## src/rtl/turn_controller.sv

```systemverilog
// Game-flow controller: board init, rendering, cursor, piece/destination
// selection, validator handshake with timeout, win detection and move commit.
module turn_controller #(
  parameter int COORD_W           = 3,
  parameter int PIECE_W           = 4,
  parameter int PIECES_PER_PLAYER = 6,
  parameter int NUM_PLAYERS       = 2,
  parameter int REPEAT_CYCLES     = 50000000,
  parameter int VAL_TIMEOUT       = 1024,
  localparam int PLAYER_W         = (NUM_PLAYERS > 1) ? $clog2(NUM_PLAYERS) : 1
) (
  input  logic                 clk,
  input  logic                 reset,
  input  logic                 up,
  input  logic                 down,
  input  logic                 left,
  input  logic                 right,
  input  logic                 select,
  input  logic                 deselect,
  input  logic [PIECE_W-1:0]   piece_read,
  input  logic                 init_done,
  input  logic                 render_done,
  input  logic                 move_done,
  input  logic                 val_done,
  input  logic                 val_ok,
  output logic [1:0]           mem_grant,
  output logic [2*COORD_W-1:0] mem_addr,
  output logic                 start_init,
  output logic                 start_render,
  output logic                 start_validate,
  output logic                 start_move,
  output logic [COORD_W-1:0]   box_x,
  output logic [COORD_W-1:0]   box_y,
  output logic                 box_moved,
  output logic [COORD_W-1:0]   origin_x,
  output logic [COORD_W-1:0]   origin_y,
  output logic [COORD_W-1:0]   dest_x,
  output logic [COORD_W-1:0]   dest_y,
  output logic [PIECE_W-1:0]   piece_to_move,
  output logic [PLAYER_W-1:0]  current_player,
  output logic                 game_over,
  output logic [PLAYER_W-1:0]  winner,
  output logic [15:0]          move_count,
  output logic [3:0]           state
);

  localparam int RPT_W = (REPEAT_CYCLES > 1) ? $clog2(REPEAT_CYCLES) : 1;
  localparam int VT_W  = (VAL_TIMEOUT > 1) ? $clog2(VAL_TIMEOUT) : 1;
  localparam logic [RPT_W-1:0] RPT_RELOAD = RPT_W'(REPEAT_CYCLES - 1);
  localparam logic [VT_W-1:0]  VT_LAST    = VT_W'(VAL_TIMEOUT - 1);
  localparam int unsigned PPP = PIECES_PER_PLAYER;
  localparam int unsigned NP  = NUM_PLAYERS;

  typedef enum logic [3:0] {
    S_INIT        = 4'd0,
    S_INIT_WAIT   = 4'd1,
    S_RENDER      = 4'd2,
    S_RENDER_WAIT = 4'd3,
    S_PICK        = 4'd4,
    S_CHECK_PIECE = 4'd5,
    S_DEST        = 4'd6,
    S_VAL         = 4'd7,
    S_VAL_WAIT    = 4'd8,
    S_WIN         = 4'd9,
    S_MOVE        = 4'd10,
    S_MOVE_WAIT   = 4'd11,
    S_OVER        = 4'd12
  } state_t;

  state_t              state_q, state_d;
  logic [COORD_W-1:0]  box_x_q, box_x_d, box_y_q, box_y_d;
  logic                box_moved_q, box_moved_d;
  logic [RPT_W-1:0]    rpt_q, rpt_d;
  logic [COORD_W-1:0]  origin_x_q, origin_x_d, origin_y_q, origin_y_d;
  logic [COORD_W-1:0]  dest_x_q, dest_x_d, dest_y_q, dest_y_d;
  logic [PIECE_W-1:0]  piece_to_move_q, piece_to_move_d;
  logic [PIECE_W-1:0]  dest_piece_q, dest_piece_d;
  logic [PLAYER_W-1:0] current_player_q, current_player_d;
  logic [PLAYER_W-1:0] winner_q, winner_d;
  logic [15:0]         move_count_q, move_count_d;
  logic [VT_W-1:0]     val_cnt_q, val_cnt_d;
  logic                sel_prev_q, desel_prev_q;

  logic sel_edge, desel_edge, cursor_en, held, piece_legal, enemy_king;

  assign sel_edge   = select & ~sel_prev_q;
  assign desel_edge = deselect & ~desel_prev_q;
  assign cursor_en  = (state_q == S_PICK) || (state_q == S_DEST);
  assign held       = cursor_en && (up || down || left || right);

  // Ownership of the origin piece and enemy-king test on the destination piece
  always_comb begin
    int unsigned cur, code_o, code_d;
    cur         = 32'(current_player_q);
    code_o      = 32'(piece_to_move_q);
    code_d      = 32'(dest_piece_q);
    piece_legal = (code_o != 0) && (code_o >= cur * PPP + 1) && (code_o <= (cur + 1) * PPP);
    enemy_king  = 1'b0;
    for (int unsigned p = 0; p < NP; p++) begin
      if (p != cur && code_d == (p + 1) * PPP) enemy_king = 1'b1;
    end
  end

  // Cursor with hold-to-repeat timer; each axis saturates independently
  always_comb begin
    box_x_d = box_x_q;
    box_y_d = box_y_q;
    rpt_d   = rpt_q;
    if (!held) begin
      rpt_d = '0;
    end else if (rpt_q == '0) begin
      rpt_d = RPT_RELOAD;
      if (right && !left && box_x_q != '1)      box_x_d = box_x_q + 1'b1;
      else if (left && !right && box_x_q != '0) box_x_d = box_x_q - 1'b1;
      if (up && !down && box_y_q != '1)         box_y_d = box_y_q + 1'b1;
      else if (down && !up && box_y_q != '0)    box_y_d = box_y_q - 1'b1;
    end else begin
      rpt_d = rpt_q - 1'b1;
    end
    box_moved_d = (box_x_d != box_x_q) || (box_y_d != box_y_q);
  end

  // Game-flow next state and latched selection/score registers
  always_comb begin
    state_d          = state_q;
    origin_x_d       = origin_x_q;
    origin_y_d       = origin_y_q;
    dest_x_d         = dest_x_q;
    dest_y_d         = dest_y_q;
    piece_to_move_d  = piece_to_move_q;
    dest_piece_d     = dest_piece_q;
    current_player_d = current_player_q;
    winner_d         = winner_q;
    move_count_d     = move_count_q;
    val_cnt_d        = val_cnt_q;
    case (state_q)
      S_INIT:        state_d = S_INIT_WAIT;
      S_INIT_WAIT:   if (init_done) state_d = S_RENDER;
      S_RENDER:      state_d = S_RENDER_WAIT;
      S_RENDER_WAIT: if (render_done) state_d = S_PICK;
      S_PICK: begin
        if (sel_edge) begin
          origin_x_d      = box_x_q;
          origin_y_d      = box_y_q;
          piece_to_move_d = piece_read;
          state_d         = S_CHECK_PIECE;
        end
      end
      S_CHECK_PIECE: state_d = piece_legal ? S_DEST : S_PICK;
      S_DEST: begin
        if (desel_edge) begin
          state_d = S_PICK;
        end else if (sel_edge) begin
          dest_x_d     = box_x_q;
          dest_y_d     = box_y_q;
          dest_piece_d = piece_read;
          state_d      = (box_x_q == origin_x_q && box_y_q == origin_y_q) ? S_PICK : S_VAL;
        end
      end
      S_VAL: begin
        val_cnt_d = '0;
        state_d   = S_VAL_WAIT;
      end
      S_VAL_WAIT: begin
        if (val_done)                state_d = val_ok ? S_WIN : S_DEST;
        else if (val_cnt_q == VT_LAST) state_d = S_DEST;
        else                         val_cnt_d = val_cnt_q + 1'b1;
      end
      S_WIN: begin
        if (enemy_king) begin
          winner_d = current_player_q;
          state_d  = S_OVER;
        end else begin
          state_d = S_MOVE;
        end
      end
      S_MOVE:        state_d = S_MOVE_WAIT;
      S_MOVE_WAIT: begin
        if (move_done) begin
          if (move_count_q != '1) move_count_d = move_count_q + 1'b1;
          current_player_d = (current_player_q == PLAYER_W'(NUM_PLAYERS - 1)) ? '0
                           : current_player_q + 1'b1;
          state_d = S_RENDER;
        end
      end
      S_OVER: begin
        // A restarted game begins afresh with player 0 and no moves on record.
        if (sel_edge) begin
          current_player_d = '0;
          move_count_d     = '0;
          state_d          = S_INIT;
        end
      end
      default:       state_d = S_INIT;
    endcase
  end

  // Register update with synchronous active-low reset
  always_ff @(posedge clk) begin
    if (!reset) begin
      state_q          <= S_INIT;
      box_x_q          <= '0;
      box_y_q          <= '0;
      box_moved_q      <= 1'b0;
      rpt_q            <= '0;
      origin_x_q       <= '0;
      origin_y_q       <= '0;
      dest_x_q         <= '0;
      dest_y_q         <= '0;
      piece_to_move_q  <= '0;
      dest_piece_q     <= '0;
      current_player_q <= '0;
      winner_q         <= '0;
      move_count_q     <= '0;
      val_cnt_q        <= '0;
      sel_prev_q       <= 1'b0;
      desel_prev_q     <= 1'b0;
    end else begin
      state_q          <= state_d;
      box_x_q          <= box_x_d;
      box_y_q          <= box_y_d;
      box_moved_q      <= box_moved_d;
      rpt_q            <= rpt_d;
      origin_x_q       <= origin_x_d;
      origin_y_q       <= origin_y_d;
      dest_x_q         <= dest_x_d;
      dest_y_q         <= dest_y_d;
      piece_to_move_q  <= piece_to_move_d;
      dest_piece_q     <= dest_piece_d;
      current_player_q <= current_player_d;
      winner_q         <= winner_d;
      move_count_q     <= move_count_d;
      val_cnt_q        <= val_cnt_d;
      sel_prev_q       <= select;
      desel_prev_q     <= deselect;
    end
  end

  // Memory ownership follows the waiting state
  always_comb begin
    mem_grant = 2'd0;
    case (state_q)
      S_INIT_WAIT, S_MOVE_WAIT: mem_grant = 2'd2;
      S_RENDER_WAIT:            mem_grant = 2'd3;
      S_VAL_WAIT:               mem_grant = 2'd1;
      default:                  mem_grant = 2'd0;
    endcase
  end

  assign mem_addr       = {box_y_q, box_x_q};
  assign start_init     = (state_q == S_INIT);
  assign start_render   = (state_q == S_RENDER);
  assign start_validate = (state_q == S_VAL);
  assign start_move     = (state_q == S_MOVE);
  assign box_x          = box_x_q;
  assign box_y          = box_y_q;
  assign box_moved      = box_moved_q;
  assign origin_x       = origin_x_q;
  assign origin_y       = origin_y_q;
  assign dest_x         = dest_x_q;
  assign dest_y         = dest_y_q;
  assign piece_to_move  = piece_to_move_q;
  assign current_player = current_player_q;
  assign game_over      = (state_q == S_OVER);
  assign winner         = winner_q;
  assign move_count     = move_count_q;
  assign state          = state_q;

endmodule
```

## config.mk

```make
export PLATFORM = sky130hd
export DESIGN_NAME = turn_controller
export DESIGN_NICKNAME = d
export VERILOG_FILES = /design/src/rtl/turn_controller.sv
export SDC_FILE = /design/constraint.sdc
export NUM_CORES = 1
export LEC_CHECK = 0
export BUFFER_PORTS_ARGS = -buffer_cell sky130_fd_sc_hd__buf_2
export CAP_MARGIN = 0
export CORE_AREA = 2 2 79 118
export DETAILED_ROUTE_END_ITERATION = 8
export DIE_AREA = 0 0 81 120
export PLACE_DENSITY = 0.76
export SETUP_SLACK_MARGIN = 0.05
export SLEW_MARGIN = 20
export SYNTH_ARGS = -nofsm -noshare
export SYNTH_HDL_FRONTEND = slang
export SYNTH_SLANG_ARGS = --single-unit
```

## constraint.sdc

```tcl
create_clock -name clk -period 2.5 [get_ports clk]
set_input_delay 0.5 -clock clk [delete_from_list [all_inputs] [get_ports clk]]
set_output_delay 0.5 -clock clk [all_outputs]
set_load 0.005 [all_outputs]
```

After elaboration in Yosys (flattened, before gate mapping)
Cells that the tools add are included.

Reduce and logical (&&, ||, !) cells: 40. Eq/ne operators: 32. Bitwise logic cells: 8. Muxes and demuxes: 37. Add/subtract/negate cells: 10. Magnitude comparators: 2. Multipliers: 2.

Operator list (count): $pmux 4 s13 (1); $mux 16 (3); $mux 4 (10); $pmux 16 s2 (1); $mux 3 (9); $logic_not 26->1 (1); $mux 26 (1); $sub 26x1->26 const B (1); $eq 4x4->1 const B (6); $eq 4x3->1 const B (5); $mux 10 (2); $pmux 10 s2 (1); $add 16x1->16 const B (1); $ne 16x16->1 const B (1); $logic_and 1x1->1 (14); $ne 2x2->1 const B (7); $ne 3x3->1 const B (4); $add 10x1->10 const B (1); $eq 10x10->1 const B (1); $reduce_and 3->1 (3); $eq 4x2->1 const B (2); $reduce_and 7->1 (1); $add 3x1->3 const B (2); $eq 3x3->1 (2); 27 further kinds (51).

Input bits: 17. Output and inout port bits: 58. Flip-flop bits (word level): 87. Logic and storage cells: 149.

Logic depth before layout (Yosys ltp)
Depth in word-level cells: 9. Gate-level depth with buffers: 9. Depth with buffers taken out: 7.

Worst setup path after synthesis
No wires, ideal clock.

Path type: reg2reg. Start: register rpt_q[14]. End: register box_x_q[0] (netlist: box_x[0]). Data arrival time: 1.948 ns. Setup slack: 0.481 ns. Library setup time: 0.071 ns. Cell stages (with the launch flop): 7. Period minus slack after synthesis: 2.019 ns. Buffers on the path: 1. Data required time: 2.429 ns. Path through: dfxtp_1 > or3_4 > nand2b_4 > or4_1 > buf_2 > or3_1 > a21oi_1.

Word-level cells in the longest chain between the ends: 3.

RTL lines: start, declared (RTL line 73) `logic [RPT_W-1:0] rpt_q, rpt_d;`; start signal, assigned (RTL line 223) `rpt_q <= rpt_d;`; $logic_not 26->1 (RTL line 111) `end else if (rpt_q == '0) begin`; $mux 3 (RTL line 111); $mux 3 (RTL line 109) `if (!held) begin`; end signal, assigned (RTL line 220) `box_x_q <= box_x_d;`; end, declared (RTL line 71) `logic [COORD_W-1:0] box_x_q, box_x_d, box_y_q, box_y_d;`.

Every way passes these cells. A chain may end at the register's enable or synchronous reset.

Worst setup path after layout
Start: register state_q[0] (netlist: state[0]). End: output port start_validate.

Word-level cells in the longest chain between the ends: 1.

RTL lines: start, declared (RTL line 70) `state_t state_q, state_d;`; start signal, assigned (RTL line 219) `state_q <= state_d;`; $eq 4x3->1 (RTL line 253) `assign start_validate = (state_q == S_VAL);`; end, declared (RTL line 30) `output logic start_validate,`.

Every way passes these cells.

==> impl_metrics.csv <==
group,metric,value,unit
synth,yosysTopAreaCellShare,37.45,%
sta,setup-violations-final,0,
power_and_ir_drop,p_total,4.372,mW
sta,fin_setup_tns,0,ns
grt,grt_pass1_wl,18590,um
final_layout,antennaDiodeCount,0,
setup_path,critical-path-top-delay-family,"simple AND/OR/NAND/NOR gates",
sta,slew_headroom,51.18,%
synth,netlist_area,0.004651,mm2
route,drtIter0Drc,280,
setup_path,crit_path_end_kind,"output pin",
route,route.vias.total,4365,
min_path,min_path_cells,2,
final_layout,area_delta_synth_final,17.49,%
grt,antenna_found_initial,0,
setup_path,endpoint,"start_validate",
route,wl_met1,4558,um
power_and_ir_drop,peakVddDrop,0.0006885,V
final_layout,drive_gt1_share,19.97,%
grt,grt_max_degree,23,
setup_path,worstPathBufferInverterCount,2,
synth,ys_seq_area_share,37.45,%
floorplanning,die-area,0.009720,mm2
route,drc,0,
placed_design,io_buffers,74,
clock_network,numCtsBuffers,9,
sta,final_hold_viol_count,0,
power_and_ir_drop,p_leak,2.440,nW
synth,synth_edf_count,0,
clock_network,cts_tree,"built",
setup_path,path_cells,"nor2b_1, nand3_1, inv_1, buf_2",
setup_path,crit_type,"reg -> out",
clock_network,clk_pin_slew_worst_paths,0.06,ns
status,outcome,"finished clean",
grt,grt_pass1_vias,4092,
synth,async_flop_share,0,%
route,wl_met2,5938,um
floorplanning,die_y,120,um
synth,syn_inst,546,
clock_network,clock_latency,0.34,ns
grt,track_usage,24.12,%
setup_path,critPathRequiredTime,2.00,ns
power_and_ir_drop,power_density,800.1,mW/mm2
final_layout,design_area,0.005464,mm2
synth,syn-num-nets,579,
setup_path,max_stage_delay,0.49,ns
synth,yosys_warnings,0,
setup_path,cp-start-kind,"register",
sta,post-route-period-util,92.42,%
route,wl_per_cell,15.42,um
setup_path,reg2reg_depth,5,
sta,rsz0062_at_grt,"true",
setup_path,worstReg2RegStart,"state[0]",
placed_design,dp_cells,720,
setup_path,path_depth,4,
final_layout,layout_commonest_cell,"dfxtp_1",
sta,final.min_clock_period,2.311,ns
setup_path,worstReg2RegEnd,"val_cnt_q[7]",
floorplanning,core,0.008723,mm2
floorplanning,die_width,81,um
clock_network,clockBufferDepth,2,
setup_path,cp_max_fo,12,
synth,synthFlopType,"dfxtp_1",
sta,worst_slew_pin_slew,0.7262,ns
floorplanning,start_util,53.31,%
floorplanning,io_pins,75,
route,routed-wl-met3,605,um
synth,synth_seq_cells,87,
final_layout,final_cell_mix,"87 x dfxtp_1, 79 x nor2_1, 74 x buf_2",
route,highest_layer,"met4",
run,drv_cap,0,
final_layout,n_fill_cell,779,
clock_network,cts_root_buffer,"clkbuf_16",
sta,fmax,432.8,MHz
setup_path,critPathLaunch,"state[0]",
setup_path,r2r_slack,0.23,ns
placed_design,dp_hpwl,8520,um
grt,grt_overflow,0,
placed_design,dpl_cell_area,0.005172,mm2
setup_path,arrival,1.81,ns
clock_network,ctsHoldBuffers,0,
route,dr.pass1.iters,5,
placed_design,gp_routability_congestion,0.8756,
sta,drv_slew,0,
final_layout,fin_nets,654,
synth,yosysUniqueCellTypes,62,
sta,skew,0.007022,ns
min_path,hold_path_class,"in -> reg",
setup_path,cp_slowest_cell,"dfxtp_1",
route,ant_nets,0,
clock_network,cts.sink_count,87,
clock_network,cts_max_level,3,
route,viasPerCell,5.931,
synth,synth_area_per_cell,8.518,um2
floorplanning,rows,42,
route,wl,11350,um
final_layout,fin_util,62.64,%
synth,yosysTopAreaCell,"dfxtp_1",
final_layout,finalNonFillerCells,736,
synth,synth_area_leaders,"dfxtp_1 37%, nor2_1 6.4%, xnor2_1 4.7%",
## area by class of cell
class                           count  area (um2)  share of cell area (%)
Multi-Input combinational cell    405        2676                   48.98
Sequential cell                    87        1742                   31.88
Timing Repair Buffer               96       535.5                   9.801
Clock buffer                       10       229.0                   4.191
Tap cell                          110       137.6                   2.519
Inverter                           22       82.58                   1.511
Clock inverter                      6       61.31                   1.122
## worst reg2reg max path: cells and delay by family (launching register included)
kind             cells  cell delay [ns]
AND/OR/NAND/NOR      3             0.78
AO/OA/AOI/OAI        1             0.69
flip-flops           1             0.49
XOR/XNOR             1             0.19
## metal layers
metal	vias to the layer above	track usage, %
li1	2119	-
met1	2078	27.69
met2	143	42.15
met3	25	4.436
met4	0	11.33
met5	-	0
## power breakdown
group          leakage (nW)  total [mW]  internal (mW)  switching, mW
Sequential            0.702        1.57           1.45          0.121
Combinational          1.60        1.47          0.626          0.847
Clock                 0.142        1.32          0.771          0.554
## stage by stage
stage,setup slack [ns],hold WS (ns)
after floorplan,0.4815,0.4458
after global placement,0.3639,0.4579
after detailed placement,0.2993,0.4741
after CTS,0.1990,0.3667
after global routing,0.04630,0.3911
final,0.1895,0.3745
## sequential cells by signal, summed over array words and instances, names as in the netlist, 3 cells and up
register	count
box_x	3
box_y	3
dest_piece_q	4
dest_x	3
dest_y	3
move_count	16
origin_x	3
origin_y	3
piece_to_move	4
rpt_q	26
state	4
val_cnt_q	10
## synthesized netlist by cell type (7+ instances only)
master / n
o21ai_0: 11
nor3_1: 11
mux2i_1: 17
and3_1: 9
nand2b_1: 7
a2111oi_0: 8
inv_1: 21
xnor2_1: 25
nor2_1: 79
ha_1: 16
nand2_1: 25
a21oi_1: 37
nor4_1: 15
or3_1: 8
nand4_1: 11
nand3_1: 18
clkbuf_1: 19
dfxtp_1: 87
a211oi_1: 19
xor2_1: 13
## worst min-delay path by stage
stage            startpoint           end  slack, ns
2_1_floorplan      rpt_q[0]      rpt_q[0]       0.45
3_3_place_gp   val_cnt_q[1]  val_cnt_q[1]       0.46
3_5_place_dp       rpt_q[0]      rpt_q[0]       0.47
4_1_cts            deselect  desel_prev_q       0.37
5_1_grt              select    sel_prev_q       0.39
6_report           deselect  desel_prev_q       0.37
## repair_timing
action,in CTS,in global routing
gates resized for setup,0,1
setup buffers,0,0
setup endpoints to repair,0,1
## logic make-up after synthesis
family                     synth area share [%]
DFF                                       37.45
buffers and inverters                     5.031
and+or+nand+nor                           25.75
adders and majority gates                 4.305
muxes                                     4.143
xor gates and xnor gates                  7.156
AOI/OAI and AO/OA                         16.17
(Power assumes the default switching activity.)
